$ cat src/rtl/trig_edge_qualify_if.sv
// Signal bundle between the trigger edge qualifier and its driver: ADC sample stream,
// trigger configuration, holdoff handshake and the qualified pulse/counter outputs.
interface trig_edge_qualify_if #(
    parameter int DATA_W = 8,
    parameter int CNT_W  = 32
);
    logic [DATA_W-1:0] adc_data;
    logic              adc_valid;
    logic [DATA_W-1:0] trig_level;
    logic [DATA_W-1:0] trig_hyst;
    logic              trig_slope;
    logic              trig_arm_en;
    logic              trig_holdoff_busy;
    logic              trig_force;
    logic              trig_aft_pul;
    logic              trig_armed;
    logic [CNT_W-1:0]  trig_count;
    logic [CNT_W-1:0]  trig_supp_count;

    modport master (
        output adc_data, adc_valid, trig_level, trig_hyst, trig_slope,
               trig_arm_en, trig_holdoff_busy, trig_force,
        input  trig_aft_pul, trig_armed, trig_count, trig_supp_count
    );

    modport slave (
        input  adc_data, adc_valid, trig_level, trig_hyst, trig_slope,
               trig_arm_en, trig_holdoff_busy, trig_force,
        output trig_aft_pul, trig_armed, trig_count, trig_supp_count
    );
endinterface

$ cat src/rtl/trig_edge_qualify.sv
// Level/hysteresis/slope trigger qualifier feeding the holdoff stage on clk_200M.
// Optional macro TRIG_FORCE_EN adds a forced-fire path from ARM_WAIT/ARMED.
module trig_edge_qualify #(
    parameter int DATA_W = 8,
    parameter int PUL_W  = 4,
    parameter int CNT_W  = 32
) (
    input  logic                 clk_200M,
    input  logic                 rst,
    trig_edge_qualify_if.slave   bus
);

    typedef enum logic [1:0] {
        IDLE     = 2'd0,
        ARM_WAIT = 2'd1,
        ARMED    = 2'd2,
        FIRE     = 2'd3
    } state_t;

    localparam logic [3:0] PUL_LAST = 4'(PUL_W - 1);

    logic [DATA_W-1:0] r_adc_data;
    logic              r_adc_valid;
    logic [DATA_W-1:0] r_level;
    logic [DATA_W-1:0] r_hyst;
    logic              r_slope;

    state_t            r_state;
    state_t            w_next;
    logic [3:0]        r_pul_cnt;
    logic [CNT_W-1:0]  r_trig_count;
    logic [CNT_W-1:0]  r_supp_count;

    logic [DATA_W:0]   w_sum;
    logic [DATA_W-1:0] w_arm_thr;
    logic              w_arm_cond;
    logic              w_fire_cond;
    logic              w_fire_entry;
    logic              w_supp;
    logic              w_force;

    always_ff @(posedge clk_200M) begin
        if (rst) begin
            r_adc_data  <= '0;
            r_adc_valid <= 1'b0;
            r_level     <= '0;
            r_hyst      <= '0;
            r_slope     <= 1'b0;
        end else begin
            r_adc_data  <= bus.adc_data;
            r_adc_valid <= bus.adc_valid;
            r_level     <= bus.trig_level;
            r_hyst      <= bus.trig_hyst;
            r_slope     <= bus.trig_slope;
        end
    end

    // Re-arm threshold saturates so a band wider than the level makes the slope untriggerable.
    always_comb begin
        w_sum       = {1'b0, r_level} + {1'b0, r_hyst};
        w_arm_thr   = '0;
        w_arm_cond  = 1'b0;
        w_fire_cond = 1'b0;
        if (r_slope) begin
            w_arm_thr   = w_sum[DATA_W] ? '1 : w_sum[DATA_W-1:0];
            w_arm_cond  = (r_adc_data > w_arm_thr);
            w_fire_cond = (r_adc_data <= r_level);
        end else begin
            w_arm_thr   = (r_level > r_hyst) ? (r_level - r_hyst) : '0;
            w_arm_cond  = (r_adc_data < w_arm_thr);
            w_fire_cond = (r_adc_data >= r_level);
        end
    end

`ifdef TRIG_FORCE_EN
    assign w_force = bus.trig_force;
`else
    logic w_unused_force;
    assign w_unused_force = bus.trig_force;
    assign w_force        = 1'b0;
`endif

    always_comb begin
        w_next       = r_state;
        w_fire_entry = 1'b0;
        w_supp       = 1'b0;
        case (r_state)
            IDLE: begin
                w_next = ARM_WAIT;
            end
            ARM_WAIT: begin
                if (w_force) begin
                    w_next       = FIRE;
                    w_fire_entry = 1'b1;
                end else if (r_adc_valid && w_arm_cond) begin
                    w_next = ARMED;
                end
            end
            ARMED: begin
                if (w_force) begin
                    w_next       = FIRE;
                    w_fire_entry = 1'b1;
                end else if (r_adc_valid && w_fire_cond) begin
                    if (bus.trig_holdoff_busy) begin
                        w_next = ARM_WAIT;
                        w_supp = 1'b1;
                    end else begin
                        w_next       = FIRE;
                        w_fire_entry = 1'b1;
                    end
                end
            end
            FIRE: begin
                if (r_pul_cnt == PUL_LAST) begin
                    w_next = ARM_WAIT;
                end
            end
            default: w_next = IDLE;
        endcase
        // Disarm wins over everything, truncating a pulse and cancelling any pending count.
        if (!bus.trig_arm_en) begin
            w_next       = IDLE;
            w_fire_entry = 1'b0;
            w_supp       = 1'b0;
        end
    end

    always_ff @(posedge clk_200M) begin
        if (rst) begin
            r_state   <= IDLE;
            r_pul_cnt <= '0;
        end else begin
            r_state <= w_next;
            if (w_fire_entry) begin
                r_pul_cnt <= '0;
            end else if (r_state == FIRE) begin
                r_pul_cnt <= r_pul_cnt + 4'd1;
            end
        end
    end

    always_ff @(posedge clk_200M) begin
        if (rst) begin
            r_trig_count <= '0;
            r_supp_count <= '0;
        end else begin
            if (w_fire_entry) begin
                r_trig_count <= r_trig_count + 1'b1;
            end
            if (w_supp) begin
                r_supp_count <= r_supp_count + 1'b1;
            end
        end
    end

    assign bus.trig_aft_pul    = (r_state == FIRE);
    assign bus.trig_armed      = (r_state == ARMED);
    assign bus.trig_count      = r_trig_count;
    assign bus.trig_supp_count = r_supp_count;

endmodule

$ cat src/flat_wrapper.sv
// flat-port wrapper written by rule: the top's interface ports become plain ports
module trig_edge_qualify_flat 
#(
    parameter int DATA_W = 8,
    parameter int PUL_W  = 4,
    parameter int CNT_W  = 32
)
  (clk_200M, rst, bus_adc_data, bus_adc_valid, bus_trig_level, bus_trig_hyst, bus_trig_slope, bus_trig_arm_en, bus_trig_holdoff_busy, bus_trig_force, bus_trig_aft_pul, bus_trig_armed, bus_trig_count, bus_trig_supp_count);
  trig_edge_qualify_if #(.DATA_W(DATA_W), .CNT_W(CNT_W)) bus_i ();
  input  logic clk_200M;
  input  logic rst;
  input wire logic [$bits(bus_i.adc_data)-1:0] bus_adc_data;
  input wire logic [$bits(bus_i.adc_valid)-1:0] bus_adc_valid;
  input wire logic [$bits(bus_i.trig_level)-1:0] bus_trig_level;
  input wire logic [$bits(bus_i.trig_hyst)-1:0] bus_trig_hyst;
  input wire logic [$bits(bus_i.trig_slope)-1:0] bus_trig_slope;
  input wire logic [$bits(bus_i.trig_arm_en)-1:0] bus_trig_arm_en;
  input wire logic [$bits(bus_i.trig_holdoff_busy)-1:0] bus_trig_holdoff_busy;
  input wire logic [$bits(bus_i.trig_force)-1:0] bus_trig_force;
  output wire logic [$bits(bus_i.trig_aft_pul)-1:0] bus_trig_aft_pul;
  output wire logic [$bits(bus_i.trig_armed)-1:0] bus_trig_armed;
  output wire logic [$bits(bus_i.trig_count)-1:0] bus_trig_count;
  output wire logic [$bits(bus_i.trig_supp_count)-1:0] bus_trig_supp_count;
  assign bus_i.adc_data = bus_adc_data;
  assign bus_i.adc_valid = bus_adc_valid;
  assign bus_i.trig_level = bus_trig_level;
  assign bus_i.trig_hyst = bus_trig_hyst;
  assign bus_i.trig_slope = bus_trig_slope;
  assign bus_i.trig_arm_en = bus_trig_arm_en;
  assign bus_i.trig_holdoff_busy = bus_trig_holdoff_busy;
  assign bus_i.trig_force = bus_trig_force;
  assign bus_trig_aft_pul = bus_i.trig_aft_pul;
  assign bus_trig_armed = bus_i.trig_armed;
  assign bus_trig_count = bus_i.trig_count;
  assign bus_trig_supp_count = bus_i.trig_supp_count;
  trig_edge_qualify #(.DATA_W(DATA_W), .PUL_W(PUL_W), .CNT_W(CNT_W)) u_core (.clk_200M(clk_200M), .rst(rst), .bus(bus_i));
endmodule
$ cat config.mk
export PLATFORM = sky130hd
export DESIGN_NAME = trig_edge_qualify_flat
export DESIGN_NICKNAME = d
export VERILOG_FILES = /design/src/rtl/trig_edge_qualify_if.sv /design/src/rtl/trig_edge_qualify.sv /design/src/flat_wrapper.sv
export SDC_FILE = /design/constraint.sdc
export NUM_CORES = 1
export LEC_CHECK = 0
export CAP_MARGIN = 10
export CORE_ASPECT_RATIO = 0.75
export CORE_MARGIN = 2
export CORE_UTILIZATION = 48
export DETAILED_ROUTE_END_ITERATION = 12
export PLACE_DENSITY = 0.77
export RECOVER_POWER = 50
export REMOVE_ABC_BUFFERS = 1
export SLEW_MARGIN = 20
export SYNTH_ARGS = -nofsm -noshare
export SYNTH_HDL_FRONTEND = slang
export SYNTH_SLANG_ARGS = --single-unit
$ cat constraint.sdc
create_clock -name clk_200M -period 3.7 [get_ports clk_200M]
set_clock_uncertainty 0.1 [all_clocks]
set_input_delay 0.37 -clock clk_200M [delete_from_list [all_inputs] [get_ports clk_200M]]
set_output_delay 0.37 -clock clk_200M [all_outputs]
set_load 0.005 [all_outputs]
# Word-level counts from Yosys, hierarchy flattened
# Index checks and enable logic that the tools add are counted.
# word_totals
elab_cells	50
out_inout_bits	66
register_bits	96
# classes
addsub	5
reduce_logical	6
eq_ne	7
mux	17
magnitude_cmp	5
bitwise	1
# op_table
op	count
adder 32 x 1 -> 32 bit (second input constant)	2
> comparator 8 bit	2
two-way mux 8 bit	2
two-way mux 1 bit	10
adder 8 x 8 -> 9 bit	1
greater-or-equal comparator 8 bit	1
<= comparator 8 bit	1
< comparator 8 bit	1
two-way mux 2 bit	4
one-hot mux 2 bit (4 select lines)	1
subtractor 8 bit	1
inequality test 2 x 1 -> 1 bit (second input constant)	3
adder 4 x 1 -> 4 bit (second input constant)	1
equality test 2 bit (second input constant)	2
equality test 4 x 2 -> 1 bit (second input constant)	1
OR reduction 2 bit	2
AND reduction 3 bit	1
equality test 2 x 1 -> 1 bit (second input constant)	1
logical AND 1 bit	2
zero test 2 bit	1
inverter 1 bit	1

# Depth between registers and ports, before layout
# Gate-level depths: netlist (run 1).
# depth
ltp_word	7
depth_mapped	17
ltp_nobuf	17

# Worst setup path after synthesis (run 1)
# Ideal clock, no wire load.
# synth_timing
path_kind	reg-to-reg
start	register u_core.r_level[0]
end	register u_core.r_state[0]
synth_period_minus_slack_ps	3583
setup_ps	135
path_stages_with_launch	17
slack_ps	117
path_buffers	0
required_ps	3465
arrival_ps	3349
path_cell_list	dfxtp_1 > inv_1 > ha_1 > fa_1 > nand2b_1 > a211oi_1 > nor3_1 > nor2_1 > nand2_1 > ha_1 > a211oi_1 > o21ai_0 > or4_1 > o22ai_1 > a21oi_1 > o311ai_0 > o21ai_0
# synth_between
elab_chain_len	7
# synth_rtl
item	line_no	rtl
from (decl)	trig_edge_qualify.sv:24	logic [DATA_W-1:0] r_level;
from (signal assigned)	trig_edge_qualify.sv:52	r_level <= bus.trig_level;
subtractor 8 bit, or another cell as far along	trig_edge_qualify.sv:69	w_arm_thr = (r_level > r_hyst) ? (r_level - r_hyst) : '0;
two-way mux 8 bit (on tied branches)	trig_edge_qualify.sv:69, trig_edge_qualify.sv:65	
< comparator 8 bit or > comparator 8 bit (tied branches)	trig_edge_qualify.sv:70, trig_edge_qualify.sv:66	
two-way mux 1 bit	trig_edge_qualify.sv:64	if (r_slope) begin
logical AND 1 bit	trig_edge_qualify.sv:95	end else if (r_adc_valid && w_arm_cond) begin
inequality test 2 x 1 -> 1 bit (no line)	-	
AND reduction 3 bit (no line) *	-	
to (signal assigned)	trig_edge_qualify.sv:133	r_state <= w_next;
to (decl)	trig_edge_qualify.sv:28	state_t r_state;
# Mark *: on every way between the ends. The rest lies on a longest branch, timed or not.
# A chain may end at the register's enable or synchronous reset.

# Final worst setup path (run 1)
# layout_timing
start	register u_core.r_hyst[2]
end	register u_core.r_state[1]
# layout_between
elab_chain_len	7
# layout_rtl
item	line_no	rtl
from (decl)	trig_edge_qualify.sv:25	logic [DATA_W-1:0] r_hyst;
from (signal assigned)	trig_edge_qualify.sv:53	r_hyst <= bus.trig_hyst;
subtractor 8 bit, or another cell as far along	trig_edge_qualify.sv:69	
two-way mux 8 bit (on tied branches)	trig_edge_qualify.sv:69, trig_edge_qualify.sv:65	
< comparator 8 bit or > comparator 8 bit (tied branches)	trig_edge_qualify.sv:70, trig_edge_qualify.sv:66	
two-way mux 1 bit *	trig_edge_qualify.sv:64	
logical AND 1 bit *	trig_edge_qualify.sv:95	
inequality test 2 x 1 -> 1 bit (no line) *	-	
AND reduction 3 bit (no line) *	-	
# Marks and branches as above.

==> results of run 1 <==
[layer usage]
| layer | wire length, um | GRT usage | up-vias |
|---|---|---|---|
| li1 | - | - | 2544 |
| met1 | 6430 | 0.287 | 2437 |
| met2 | 6360 | 0.387 | 146 |
| met3 | 782 | 0.0528 | 11 |
| met4 | 150 | 0.0632 | 0 |
| met5 | 0 | 0 | - |
[repair_timing]
action                                  in CTS  in global routing
pin swaps                                    1                 11
gates resized for setup                      8                 18
endpoints found under the setup margin       2                  2
buffers inserted                             0                  2
[registers in the layout (all words and copies together) (netlist names)]
signal                      cells
u_core.bus.trig_count          32
u_core.bus.trig_supp_count     32
u_core.r_adc_data               8
u_core.r_hyst                   8
u_core.r_level                  8
u_core.r_pul_cnt                4
u_core.r_state                  2
u_core.r_adc_valid              1
u_core.r_slope                  1
[critical path: cells and delay by family, from the launching register on]
family,cells,cell delay (ns)
mux,1,0.12
fa+ha+maj,2,0.53
simple gates,3,0.30
compound gates,9,1.88
flops,1,0.35
buf+inv,2,0.21
[cells by family after synthesis]
logic type,share of synthesized area
multiplexers,0.00968
flip-flops,0.354
XOR/XNOR,0.0290
AND/OR/NAND/NOR,0.250
buffers and inverters,0.0482
AO/OA/AOI/OAI,0.198
adder cells (fa/ha/maj),0.111
[cell type report]
cell class,count,area (um2)
Timing Repair Buffer,109,1050
Tap cell,140,175
Sequential cell,96,1920
Multi-Input combinational cell,486,3340
Clock buffer,10,239
Clock inverter,6,51.3
Fill cell,911,4050
Inverter,43,161
[cell usage in the layout, fill, tap and decap left out, types with 4 or more instances in the layout]
master and n:
nand2_1 41, o21ai_0 30, a21o_1 4, nand4_1 21
nand3_1 26, nand3b_1 5, inv_1 43, a211oi_2 5
o31ai_1 18, dfxtp_1 95, nor2_1 39, nor2b_1 32
a2111oi_0 5, dlygate4sd3_1 54, or3_1 24, clkbuf_16 9
clkdlybuf4s50_1 40, xnor2_1 12, and3_1 8, buf_4 13
o21ai_1 5, nand2b_1 5, a21oi_1 72, or4_1 17
ha_1 43, xor2_1 6, nor3_1 7
[power by group through the flow]
stage               Combinational [uW]  Clock [uW]  Sequential (uW)
floorplan                          192           0             1080
global placement                   294           0             1090
detailed placement                 304           0             1090
CTS                                314         927             1060
global route                       372         959             1070
finish                             338         905             1070
[how the worst min path moves through the flow]
stage                                                startpoint                                           to  slack, ns  cells after the start
floorplan                                                   rst       u_core.bus.trig_count[10]$_SDFFE_PP0P_       0.34                      1
global route        u_core.bus.trig_supp_count[31]$_SDFFE_PP0P_  u_core.bus.trig_supp_count[31]$_SDFFE_PP0P_       0.42                      2
detailed placement  u_core.bus.trig_supp_count[31]$_SDFFE_PP0P_  u_core.bus.trig_supp_count[31]$_SDFFE_PP0P_       0.37                      2
CTS                 u_core.bus.trig_supp_count[31]$_SDFFE_PP0P_  u_core.bus.trig_supp_count[31]$_SDFFE_PP0P_       0.39                      2
finish              u_core.bus.trig_supp_count[31]$_SDFFE_PP0P_  u_core.bus.trig_supp_count[31]$_SDFFE_PP0P_       0.39                      2
global placement    u_core.bus.trig_supp_count[31]$_SDFFE_PP0P_  u_core.bus.trig_supp_count[31]$_SDFFE_PP0P_       0.37                      2
[stage by stage]
step	cell area [um2]	utilization	setup TNS (ns)	power [uW]	setup WS [ns]
6_report	6930	0.631	0	2310	0.0834
5_1_grt	6930	0.631	-0.163	2400	-0.125
4_1_cts	6860	0.624	0	2310	0.0217
3_5_place_dp	6540	0.595	-0.287	1390	-0.161
3_3_place_gp	6540	0.595	-0.0557	1380	-0.0359
2_1_floorplan	5330	-	0	1280	0.117
==> qor.log, run 1 <==
qor: status.run_status finished clean
qor: timing.min_period 3.62 ns
qor: timing.slew_headroom 0.0394
qor: drt.count_of_antenna_violating_nets_left_after_detailed_routing 0
qor: worst_setup_path.cp-startpoint u_core.r_hyst[2]$_SDFF_PP0_
qor: pwr.power.static_leakage 0.00262 uW
qor: worst_setup_path.timing.setup.critical_path_class reg -> reg
qor: global_route.grt_start_max_net_pins 32
qor: final_layout.flow.area_growth_from_synthesis 27.7%
qor: synth.synth_top_cell_area_share 0.354
qor: clocking.hold_buffers 0
qor: pwr.p_sw_frac 0.268
qor: worst_setup_path.worstPathRequired 3.83 ns
qor: timing.final-setup-viol-count 0
qor: floorplan.chipHeight 96.1 um
qor: worst_setup_path.setup_slack_on_the_worst_flop_to_flop_path 0.08 ns
qor: floorplan.core_area 11000 um2
qor: final_layout.drive_gt1_frac 0.0853
qor: drt.drt_pass_1_iters 4
qor: floorplan.rows 33
qor: worst_setup_path.cpPeakStageDelay 0.42 ns
qor: timing.rsz_0062_raised_after_global_routing yes
qor: pwr.cellInternalPower 1690 uW
qor: drt.num_vias 5138
qor: drt.detailedRoute.firstIterationViolations 242
qor: placed_design.buffer_ports.inserted 95
qor: drt.drcViolationCount 0
qor: worst_setup_path.timing.rr.end u_core.r_state[1]$_SDFFE_PP0P_
qor: clocking.cts_tree done
qor: synth.postSynth.asyncResetShare 0
qor: floorplan.effective_utilization_at_floorplan 0.494
qor: worst_setup_path.worst_setup_path_endpoint u_core.r_state[1]$_SDFFE_PP0P_
qor: worst_setup_path.cp.arrival 3.75 ns
qor: floorplan.die-area 12200 um2
qor: timing.final_max_slew_viol_count 0
qor: timing.finalHoldViolCount 0
qor: global_route.via_count_of_the_first_global_routing_pass 4871
qor: worst_setup_path.worstSetupEndpointType register
qor: timing.finalCritPeriodShare 0.977
qor: pwr.clkPwrFrac 0.392
qor: final_layout.finalNonFillerCells 890
qor: clocking.cts_made_buffers 9
qor: timing.tightest_slew 1.44 ns
qor: pwr.power_frac_comb 0.146
qor: pwr.pwr-share-seq 0.461
qor: hold_path.hold_class reg -> reg
qor: synth.synthesis.area 5430 um2
qor: synth.yosys_register_bits 96
qor: timing.timing.hold.ws 0.392 ns
qor: placed_design.globalplace.congestion 0.893
qor: synth.synth_top_cells_by_area dfxtp_1 35%, ha_1 10%, a21oi_1 6.9%
qor: clocking.clk_pin_slew_worst_setup_hold_paths 0.07 ns
qor: worst_setup_path.critPathSlowestCell o311ai_0
qor: placed_design.dpl_hpwl 10000 um
qor: synth.ys_warn_count 0
qor: global_route.globalRouteOverflowTotal 0
qor: drt.wl_per_cell 15.4 um
qor: pwr.power.switching 619 uW
qor: clocking.h_tree_lvl_count 3
qor: pwr.power.density 333 nW/um2
qor: synth.post_synth_num_cell_types 57
qor: worst_setup_path.path_cells inv_1, ha_1, nand2b_1, a21oi_1, o21bai_2, a21oi_2, nor2_2, buf_4, o311ai_0, ha_1, nor2b_1, o211ai_1, a21oi_2, a211o_1, a31oi_1, a21oi_1, mux2i_1
qor: synth.yosys-top-cells-count 96 x dfxtp_1, 75 x a21oi_1, 45 x ha_1
qor: pwr.power.ir.vdd_worst 266 uV
qor: synth.ys_dominant_reg_cell dfxtp_1
qor: worst_setup_path.worst_r2r_path_depth 17
qor: drt.final_wirelength 13700 um
qor: synth.most_common_cell_in_the_netlist dfxtp_1
qor: worst_setup_path.critPathMaxFanout 2
qor: synth.ys_seq_area_frac 0.354
qor: timing.fmaxAchievable 277 MHz
qor: synth.syn_inst 648
qor: drt.viasPerCell 5.77
qor: clocking.cts_root_buf clkbuf_16
qor: global_route.number_of_antenna_violations_at_the_first_check_in_global_routing 0
qor: global_route.grt_pass1_wl 22400 um
qor: job.maxCapViolCount 0
qor: clocking.cts.sink_count 96
qor: synth.synth_enable_flop_cells 0
qor: clocking.cts.path.max_buffers 2
qor: clocking.worstSkewPairLatency 0.35 ns
qor: worst_setup_path.critical_path.startpoint_type register
qor: worst_setup_path.rr_startpoint u_core.r_hyst[2]$_SDFF_PP0_
qor: floorplan.die_w 127 um
qor: synth.synth_area_leader_cell dfxtp_1
qor: global_route.grt_use_total 0.225
qor: floorplan.num_io_pins 97
qor: final_layout.nets 823
qor: synth.synth.avg_cell_area 8.38 um2
qor: final_layout.diodes 0
qor: placed_design.place_inst 872
Power figures use the tool's default switching activity.
==> run 2, diff against run 1 <==
--- a/config.mk
+++ b/config.mk
@@ -9,6 +9,7 @@
 export CORE_ASPECT_RATIO = 0.75
 export CORE_MARGIN = 2
 export CORE_UTILIZATION = 48
+export CTS_CLUSTER_SIZE = 40
 export DETAILED_ROUTE_END_ITERATION = 12
 export PLACE_DENSITY = 0.77
 export RECOVER_POWER = 50
==> results of run 2 <==
The final DEF is identical to that of run 1; final timing and power are the same.
==> patch (settings of run 1) <==
The option `TRIG_FORCE_EN` is turned on by a define.
--- a/src/rtl/trig_edge_qualify.sv
+++ b/src/rtl/trig_edge_qualify.sv
@@ -1,5 +1,7 @@
 // Level/hysteresis/slope trigger qualifier feeding the holdoff stage on clk_200M.
 // Optional macro TRIG_FORCE_EN adds a forced-fire path from ARM_WAIT/ARMED.
+`define TRIG_FORCE_EN
+
 module trig_edge_qualify #(
     parameter int DATA_W = 8,
     parameter int PUL_W  = 4,
Function: changed (Yosys sat finds a counterexample within 4 cycles, from zero or initial values and one cycle with rst high).
==> patch against run 1 <==
The run now ends with capacitance limit, slew limit left. Wire length increased by 1.4%. Sequential cell count unchanged. Power increased by 7.6%. Sequential share of layout area decreased by 0.55 points. Cell area increased by 1.9%. Area after synthesis increased by 2.3%. Worst setup slack improved by 0.034 ns. Largest cell class unchanged.
==> patch: results <==
metrics = {
    "detailed_routing": {
        "routed_via_density": 5.76,
        "avgRoutedWirePerCell_um": 15.5,
        "detailroute.wirelength.met3_um": 1060,
        "detail_route.wirelength.met1_um": 6490,
        "first_pass_iters": 5,
        "wl_met2_um": 6110,
        "vias": 5157,
        "detail_route.iter0.violations": 420,
    },
    "timing": {
        "slew_viol_final": 110,
        "slew_headroom": -0.382,
    },
    "cells_and_area": {
        "finish.net_count": 829,
        "n_antenna_cell": 0,
        "drive_gt1_frac": 0.0848,
        "layout.filler_cells": 945,
    },
    "global_route": {
        "use_met1": 0.318,
        "met3_usage": 0.0567,
        "first_global_vias": 4806,
        "grt_pass1_wl_um": 22900,
        "track_usage": 0.226,
        "met2_usage": 0.339,
        "grt_start_max_net_pins": 110,
        "initial_antenna_violation_count": 0,
    },
    "worst_setup_path": {
        "slowest_cell_on_the_critical_path": "dfxtp_1",
        "worst_r2r_path_depth": 17,
        "critical_path_peak_fanout": 3,
        "worst_path_largest_cell_delay_ns": 0.36,
        "critical_path_arrival_ns": 3.76,
        "cp_top_family": "compound AO/OA/AOI/OAI gates",
    },
    "yosys": {
        "synth_cell_types": 62,
        "seq_area_frac_synth": 0.346,
        "synth_area_per_cell_um2": 8.41,
        "synthTopCellsByCount": "dfxtp_1 (96), nor2_1 (60), ha_1 (45)",
        "synth_top_cells_by_area": "dfxtp_1 (35%), ha_1 (10%), nor2b_1 (4.7%)",
    },
    "place": {
        "buffers_on_ports": 96,
        "dp.cells": 876,
        "place.gp.congestion": 0.946,
        "dpl.hpwl_um": 9920,
        "detailedPlace.worstSlack_ns": -0.0125,
    },
    "pwr": {
        "power_leakage_nw": 2.85,
        "irDropWorstVdd_v": 0.000219,
    },
    "flow_run": {
        "maxCapViolCount": 1,
    },
    "clocking": {
        "clkLatencyLatePin_ns": 0.35,
        "post_cts_resize_count": 2,
        "clock_path_buffers": 2,
        "tritoncts.num_buffers": 9,
    },
    "outcome": {
        "run_status": "complete, but fails checks",
        "violated_checks": "capacitance limit, slew limit",
    },
}
==> patch: changes by cell type after synthesis, sizes merged, moves of 9 or more <==
cell / run 1 / this run
xor2: 6 / 16
inv: 43 / 34
xnor2: 12 / 22
a21oi: 75 / 43
nor2: 41 / 61
or3: 24 / 12
nor3: 8 / 20
o21ai: 36 / 26
==> patch: cell families after synthesis <==
logic type,share of synthesized area
compound gates,0.131
xor+xnor,0.0599
fa+ha+maj,0.109
buf+inv,0.0442
flops,0.346
mux,0.0156
simple gates,0.294
==> patch: path summary, 6_finish.rpt <==
check / from / end / slack (ns)
max: u_core.r_level[0] / u_core.r_state[1] / 0.12
min: u_core.bus.trig_count[31] / u_core.bus.trig_count[31] / 0.38
max reg2reg: u_core.r_level[0] / u_core.r_state[1] / 0.12
min reg2reg: u_core.bus.trig_count[31] / u_core.bus.trig_count[31] / 0.38
==> patch: stage by stage <==
stage	power [mW]	util	cell area, µm²	setup TNS (ns)
6_report	2.48	0.636	7070	0
5_1_grt	2.58	0.636	7070	-0.0665
4_1_cts	2.48	0.628	6980	0
3_5_place_dp	1.41	0.597	6630	-0.0177
3_3_place_gp	1.40	0.597	6630	0
2_1_floorplan	1.29	-	5430	0
==> patch: layout make-up <==
type / count / share of cell area
inverters: 34 / 0.0181
multi-input cells: 502 / 0.489
flip-flops and latches: 96 / 0.272
well taps: 140 / 0.0248
clock buffers: 12 / 0.0349
repair buffers: 108 / 0.149
clock inverters: 3 / 0.0127
==> patch: power by group <==
| part | internal, mW | switching, mW |
|---|---|---|
| logic | 0.154 | 0.196 |
| registers | 1.05 | 0.0175 |
| clock network | 0.676 | 0.390 |
